File: config.mk
export PLATFORM = sky130hd
export DESIGN_NAME = sram_ctrl
export DESIGN_NICKNAME = d
export VERILOG_FILES = /design/src/rtl/sram_ctrl_pkg.sv /design/src/rtl/sram_ctrl.sv
export SDC_FILE = /design/constraint.sdc
export NUM_CORES = 1
export LEC_CHECK = 0
export ABC_CLOCK_PERIOD_IN_PS = 2100
export CAP_MARGIN = 5
export CORE_AREA = 5 5 68 70
export CTS_CLUSTER_DIAMETER = 30
export DETAILED_ROUTE_END_ITERATION = 7
export DIE_AREA = 0 0 73 75
export PLACE_DENSITY = 0.68
export SYNTH_ARGS = -nofsm -noshare
export SYNTH_HDL_FRONTEND = slang
export SYNTH_SLANG_ARGS = --single-unit
File: constraint.sdc
create_clock -name clk -period 2.1 [get_ports clk]
set_input_delay 0.42 -clock clk [delete_from_list [all_inputs] [get_ports clk]]
set_output_delay 0.42 -clock clk [all_outputs]
set_load 0.01 [all_outputs]
File: src/rtl/sram_ctrl_pkg.sv
// -----------------------------------------------------------------------------
// sram_ctrl_pkg
//   Shared definitions for the single-port SRAM controller:
//     - state_t : controller FSM encoding (ST_INIT exists only when the
//                 SRAM_CTRL_INIT_EN macro is defined)
//     - MEM_RD / MEM_WR : values driven on the SRAM direction pin
//   Build option: SRAM_CTRL_INIT_EN adds the post-reset zero-fill state.
// -----------------------------------------------------------------------------
`timescale 1ns/1ps

package sram_ctrl_pkg;

`ifdef SRAM_CTRL_INIT_EN
  typedef enum logic [2:0] {
    ST_IDLE    = 3'd0,
    ST_ACCESS  = 3'd1,
    ST_WAIT    = 3'd2,
    ST_CAPTURE = 3'd3,
    ST_INIT    = 3'd4
  } state_t;
`else
  typedef enum logic [1:0] {
    ST_IDLE    = 2'd0,
    ST_ACCESS  = 2'd1,
    ST_WAIT    = 2'd2,
    ST_CAPTURE = 2'd3
  } state_t;
`endif

  // SRAM direction encoding on mem_rw / req_rw.
  localparam logic MEM_RD = 1'b0;
  localparam logic MEM_WR = 1'b1;

endpackage : sram_ctrl_pkg

File: src/rtl/sram_ctrl.sv
// -----------------------------------------------------------------------------
// sram_ctrl
//   Single-request controller in front of a synchronous single-port SRAM.
//   A request is accepted only in IDLE (req_ready=1). The SRAM is strobed for
//   exactly one cycle (ACCESS). Writes return straight to IDLE; reads wait
//   RD_LAT-1 cycles (WAIT), capture mem_dout (CAPTURE) and present the data
//   with a one-cycle rsp_valid strobe that coincides with the return to IDLE.
//
//   Build option: define SRAM_CTRL_INIT_EN to add an INIT state that, after
//   every reset, writes zero to all 2^ADDR_W locations before going IDLE.
//
// Parameters
//   ADDR_W  address width
//   DATA_W  data width
//   RD_LAT  SRAM read latency after the sampling edge, legal 1..4
//
// Ports
//   clk        rising-edge clock
//   rst        asynchronous active-high reset
//   req_valid  client request valid
//   req_ready  controller can accept a request (IDLE only)
//   req_rw     1 = write, 0 = read
//   req_addr   request address
//   req_wdata  request write data
//   rsp_valid  one-cycle read-data strobe
//   rsp_rdata  read data, held until the next capture
//   busy       controller is not IDLE
//   mem_en     SRAM strobe
//   mem_rw     SRAM direction
//   mem_addr   SRAM address (0 whenever mem_en=0)
//   mem_din    SRAM write data (0 whenever mem_en=0)
//   mem_dout   SRAM read data
// -----------------------------------------------------------------------------
`timescale 1ns/1ps

module sram_ctrl
  import sram_ctrl_pkg::*;
#(
  parameter int ADDR_W = 8,
  parameter int DATA_W = 8,
  parameter int RD_LAT = 1
) (
  input  logic              clk,
  input  logic              rst,
  input  logic              req_valid,
  output logic              req_ready,
  input  logic              req_rw,
  input  logic [ADDR_W-1:0] req_addr,
  input  logic [DATA_W-1:0] req_wdata,
  output logic              rsp_valid,
  output logic [DATA_W-1:0] rsp_rdata,
  output logic              busy,
  output logic              mem_en,
  output logic              mem_rw,
  output logic [ADDR_W-1:0] mem_addr,
  output logic [DATA_W-1:0] mem_din,
  input  logic [DATA_W-1:0] mem_dout
);

  // Wait counter sized to hold RD_LAT; it is loaded with the number of WAIT
  // cycles (RD_LAT-1) while in ACCESS.
  localparam int               CNT_W     = $clog2(RD_LAT + 1);
  localparam logic [CNT_W-1:0] WAIT_LOAD = CNT_W'(RD_LAT - 1);
  localparam logic [CNT_W-1:0] CNT_ONE   = CNT_W'(1);

`ifdef SRAM_CTRL_INIT_EN
  localparam state_t RESET_STATE = ST_INIT;
`else
  localparam state_t RESET_STATE = ST_IDLE;
`endif

  state_t              r_state;
  state_t              w_next;
  logic                r_rw;
  logic [ADDR_W-1:0]   r_addr;
  logic [DATA_W-1:0]   r_wdata;
  logic [CNT_W-1:0]    r_wait_cnt;
  logic                r_rsp_valid;
  logic [DATA_W-1:0]   r_rsp_rdata;
  logic                w_handshake;
  logic                w_mem_en;
  logic                w_mem_rw;
  logic [ADDR_W-1:0]   w_mem_addr;
  logic [DATA_W-1:0]   w_mem_din;

  assign req_ready   = (r_state == ST_IDLE);
  assign busy        = (r_state != ST_IDLE);
  assign w_handshake = req_valid && req_ready;

  // ---------------------------------------------------------------------------
  // State register
  // ---------------------------------------------------------------------------
  // NOTE: sequential state uses non-blocking assignments so every register
  // samples pre-edge values regardless of process ordering.
  always_ff @(posedge clk or posedge rst) begin
    if (rst) begin
      r_state <= RESET_STATE;
    end else begin
      r_state <= w_next;
    end
  end

  // ---------------------------------------------------------------------------
  // Request capture: the client bus is a don't-care once accepted.
  // ---------------------------------------------------------------------------
  always_ff @(posedge clk or posedge rst) begin
    if (rst) begin
      r_rw    <= MEM_RD;
      r_addr  <= '0;
      r_wdata <= '0;
    end else if (w_handshake) begin
      r_rw    <= req_rw;
      r_addr  <= req_addr;
      r_wdata <= req_wdata;
    end
  end

  // ---------------------------------------------------------------------------
  // Read-latency down-counter, reloaded on every ACCESS.
  // ---------------------------------------------------------------------------
  always_ff @(posedge clk or posedge rst) begin
    if (rst) begin
      r_wait_cnt <= '0;
    end else if (r_state == ST_ACCESS) begin
      r_wait_cnt <= WAIT_LOAD;
    end else if (r_state == ST_WAIT) begin
      r_wait_cnt <= r_wait_cnt - CNT_ONE;
    end
  end

`ifdef SRAM_CTRL_INIT_EN
  // ---------------------------------------------------------------------------
  // Zero-fill address walker; restarts at 0 on every reset.
  // ---------------------------------------------------------------------------
  logic [ADDR_W-1:0] r_init_addr;

  always_ff @(posedge clk or posedge rst) begin
    if (rst) begin
      r_init_addr <= '0;
    end else if (r_state == ST_INIT) begin
      r_init_addr <= r_init_addr + ADDR_W'(1);
    end
  end
`endif

  // ---------------------------------------------------------------------------
  // Next-state and SRAM-side outputs
  // ---------------------------------------------------------------------------
  // NOTE: every signal written here gets a default first so no path through
  // the case leaves it unassigned (which would infer a latch).
  always_comb begin
    w_next     = r_state;
    w_mem_en   = 1'b0;
    w_mem_rw   = MEM_RD;
    w_mem_addr = '0;
    w_mem_din  = '0;

    unique case (r_state)
      ST_IDLE: begin
        if (req_valid) begin
          w_next = ST_ACCESS;
        end
      end

      ST_ACCESS: begin
        w_mem_en   = 1'b1;
        w_mem_rw   = r_rw;
        w_mem_addr = r_addr;
        w_mem_din  = r_wdata;
        if (r_rw == MEM_WR) begin
          w_next = ST_IDLE;
        end else if (RD_LAT == 1) begin
          w_next = ST_CAPTURE;
        end else begin
          w_next = ST_WAIT;
        end
      end

      // Counter holds the remaining WAIT cycles including this one.
      ST_WAIT: begin
        if (r_wait_cnt == CNT_ONE) begin
          w_next = ST_CAPTURE;
        end
      end

      ST_CAPTURE: begin
        w_next = ST_IDLE;
      end

`ifdef SRAM_CTRL_INIT_EN
      ST_INIT: begin
        w_mem_en   = 1'b1;
        w_mem_rw   = MEM_WR;
        w_mem_addr = r_init_addr;
        if (&r_init_addr) begin
          w_next = ST_IDLE;
        end
      end
`endif

      default: begin
        w_next = ST_IDLE;
      end
    endcase
  end

  // While reset is held the SRAM must see no strobe, even though the reset
  // state may be INIT (which strobes once running).
  assign mem_en   = w_mem_en & ~rst;
  assign mem_rw   = w_mem_rw & ~rst;
  assign mem_addr = rst ? '0 : w_mem_addr;
  assign mem_din  = rst ? '0 : w_mem_din;

  // ---------------------------------------------------------------------------
  // Read response: CAPTURE samples the SRAM, so the strobe lands in the cycle
  // the FSM is back in IDLE.
  // ---------------------------------------------------------------------------
  always_ff @(posedge clk or posedge rst) begin
    if (rst) begin
      r_rsp_valid <= 1'b0;
      r_rsp_rdata <= '0;
    end else begin
      r_rsp_valid <= (r_state == ST_CAPTURE);
      if (r_state == ST_CAPTURE) begin
        r_rsp_rdata <= mem_dout;
      end
    end
  end

  assign rsp_valid = r_rsp_valid;
  assign rsp_rdata = r_rsp_rdata;

endmodule : sram_ctrl

==> flow_summary.ini <==
[sta]
max_freq_mhz = 493
rsz0062_at_grt = true
period_share = 0.967
finalHoldViolCount = 0
setup_viol_count_final = 0
drv_slew = 0
tns_ns = 0
fin_worst_skew_ns = 0.00674
period_needed_ns = 2.03
tightest_slew_ns = 0.370
final.setup.worst_slack_ns = 0.0701
max-slew-margin-rel = 0.754
whs_ns = 0.403

[worst_setup_path]
crit_fanout = 8
cp.arrival_ns = 1.61
cp.required_ns = 1.68
path_buf_inv = 2
crit_family = buffers and inverters
end_kind = output pin
worst_path_max_delay_cell = dfrtp_1
critical_path.startpoint = r_state[0]
path_class = flip-flop to output pin
path_cells = ha_1, nor2b_4, buf_4, and2_1, dlygate4sd2_1
rr_startpoint = r_state[0]
cpPeakStageDelay_ns = 0.40
cp-start-kind = flip-flop

[cts]
clk_latency_ns = 0.27
clockBufferDepth = 2
cts_sinks = 29
clkTransAtPathRegs_ns = 0.06
hold_buffers = 0
cts_made_buffers = 5
cts_htree_levels = 2
cts-root-buf = clkbuf_8
cts_tree = built

[grt]
grt_max_degree = 18
first_global_vias = 1045
grt_pass1_wl_um = 5560
gr-total-overflow = 0
track_usage = 0.137
antenna_found_initial = 0

[routing]
drc = 0
drt-pass1-iter-count = 4
avgRoutedWirePerCell_um = 15.5
drt-total-wl_um = 3310
drtAntennaViolNets = 0
drt-initial-drc-count = 36
vias = 967
avgViaCountPerCell = 4.52

[outcome]
outcome = completed

[die]
io_pins = 57
dieHeight_um = 75
die-area_um2 = 5480
die_x_um = 73
placementRows = 23
core-area_um2 = 3910
initial_core_util = 0.344

[pwr]
seq_power_share = 0.353
power.total_mw = 2.79
powerDensity_nw_per_um2 = 1350
peakVddDrop_mv = 0.521
combPwrFrac = 0.469
p_sw_mw = 0.854
clock_power_share = 0.178
internal_power_mw = 1.94
switching_share = 0.306
p_leak_nw = 0.971

[synthesis]
netlist_instances = 96
synth_cell_types = 17
ys_seq_elements = 29
ys_seq_area_frac = 0.540
syn_area_per_cell_um2 = 14.0
yosys_warnings = 0
synth.net_count = 129
synth_area_um2 = 1350

[final_layout]
fin_nets = 196
area_growth_pct = 53.7
fin_util = 0.528
layout-drive-gt1-share = 0.329
n_antenna_cell = 0

[hold_path]
min_path_type = input pin to asynchronous set/reset pin

[placement]
portBuffers = 56
detailed_place_hpwl_um = 2520
dpl_worst_slack_ns = -0.240
gp_congestion = 0.713

[flow_run]
cap_violations = 0
[state kept, by name, summed over array words and instances (netlist names)]
register	cells
r_addr	8
r_state	2
r_rw	1
rsp_valid	1
rsp_rdata	8
r_wait_cnt	1
r_wdata	8
[power by group through the flow]
stage	clock network, mW	logic, mW	registers (mW)
global route	0.551	1.43	1.03
detailed placement	0	1.36	1.00
global placement	0	1.33	0.980
floorplan	0	0.736	1.00
finish	0.497	1.31	0.987
CTS	0.515	1.33	0.988
[per-layer routing]
layer  up-vias  part of all wire  track usage
met5         -                 0            0
met4         0             0.015       0.0553
met2        38              0.50        0.211
li1        455                 -            -
met3         6             0.072       0.0494
met1       468              0.42        0.175
[cells by family after synthesis]
family,share of synthesized area
adder cells (fa/ha/maj),0.0465
AO/OA/AOI/OAI,0.00930
buffers and inverters,0.0260
multiplexers,0.253
flip-flops,0.540
AND/OR/NAND/NOR,0.126
[through the flow]
stage / area (um^2) / cells
global placement: 1990 / 204
global route: 2070 / 214
detailed placement: 1990 / 204
finish: 2070 / 214
floorplan: 1350 / 96
CTS: 2090 / 214
[worst min-delay path, cell delays in order]
cell           delay, ns
dlygate4sd2_1       0.30
inv_1               0.10
buf_4               0.22
[cells in the mapped netlist]
cell / n / area [um^2]
nor2b_1: 3 / 18.8
a21oi_1: 1 / 5.00
clkbuf_1: 1 / 3.75
mux2_2: 16 / 180
o211ai_1: 1 / 7.51
nand2b_1: 3 / 18.8
dfrtp_1: 29 / 726
buf_6: 1 / 11.3
ha_1: 5 / 62.6
mux2_4: 10 / 150
and2_1: 17 / 106
nor4b_1: 1 / 8.76
buf_2: 1 / 5.00
inv_1: 4 / 15.0
mux2i_1: 1 / 10.0
nand2_4: 1 / 11.3
nand3_1: 1 / 5.00
[what timing repair did]
action | 4_1_cts | 5_1_grt
endpoints found under the setup margin | 18 | 16
resized for setup | 27 | 24
buffers inserted | 1 | 0
pin swaps | 0 | 0
gates cloned | 1 | 0
[layout by cell type, fill, tap and decap left out, drive strengths merged, types with 4 or more instances in the layout]
cell,synthesis,layout
clkdlybuf4s50,0,35
dfrtp,29,29
mux2,26,26
and2,17,17
clkbuf,1,15
buf,2,7
clkdlybuf4s15,0,7
dlygate4sd2,0,6
ha,5,5
inv,4,4
[final timing paths]
path	end	slack, ns	cells after the start
worst max-delay path	mem_addr[5]	0.07	5
worst min-delay path	r_wdata[4]	0.40	3
worst max register to register	r_addr[3]	0.40	6
worst min register to register	r_wait_cnt	0.49	1
max in group asynchronous	rsp_rdata[2]	1.51	3
min in group clk	r_wait_cnt	0.49	1
[area by class of cell]
type | count | area [um^2]
fill | 363 | 1850
sequential | 29 | 726
multi-input combinational | 60 | 597
timing repair buffer | 63 | 566
clock buffer | 7 | 96.3
tap | 50 | 62.6
inverter | 4 | 15.0
clock inverter | 1 | 5.00
Note: power is estimated with default switching activity, not from simulation.
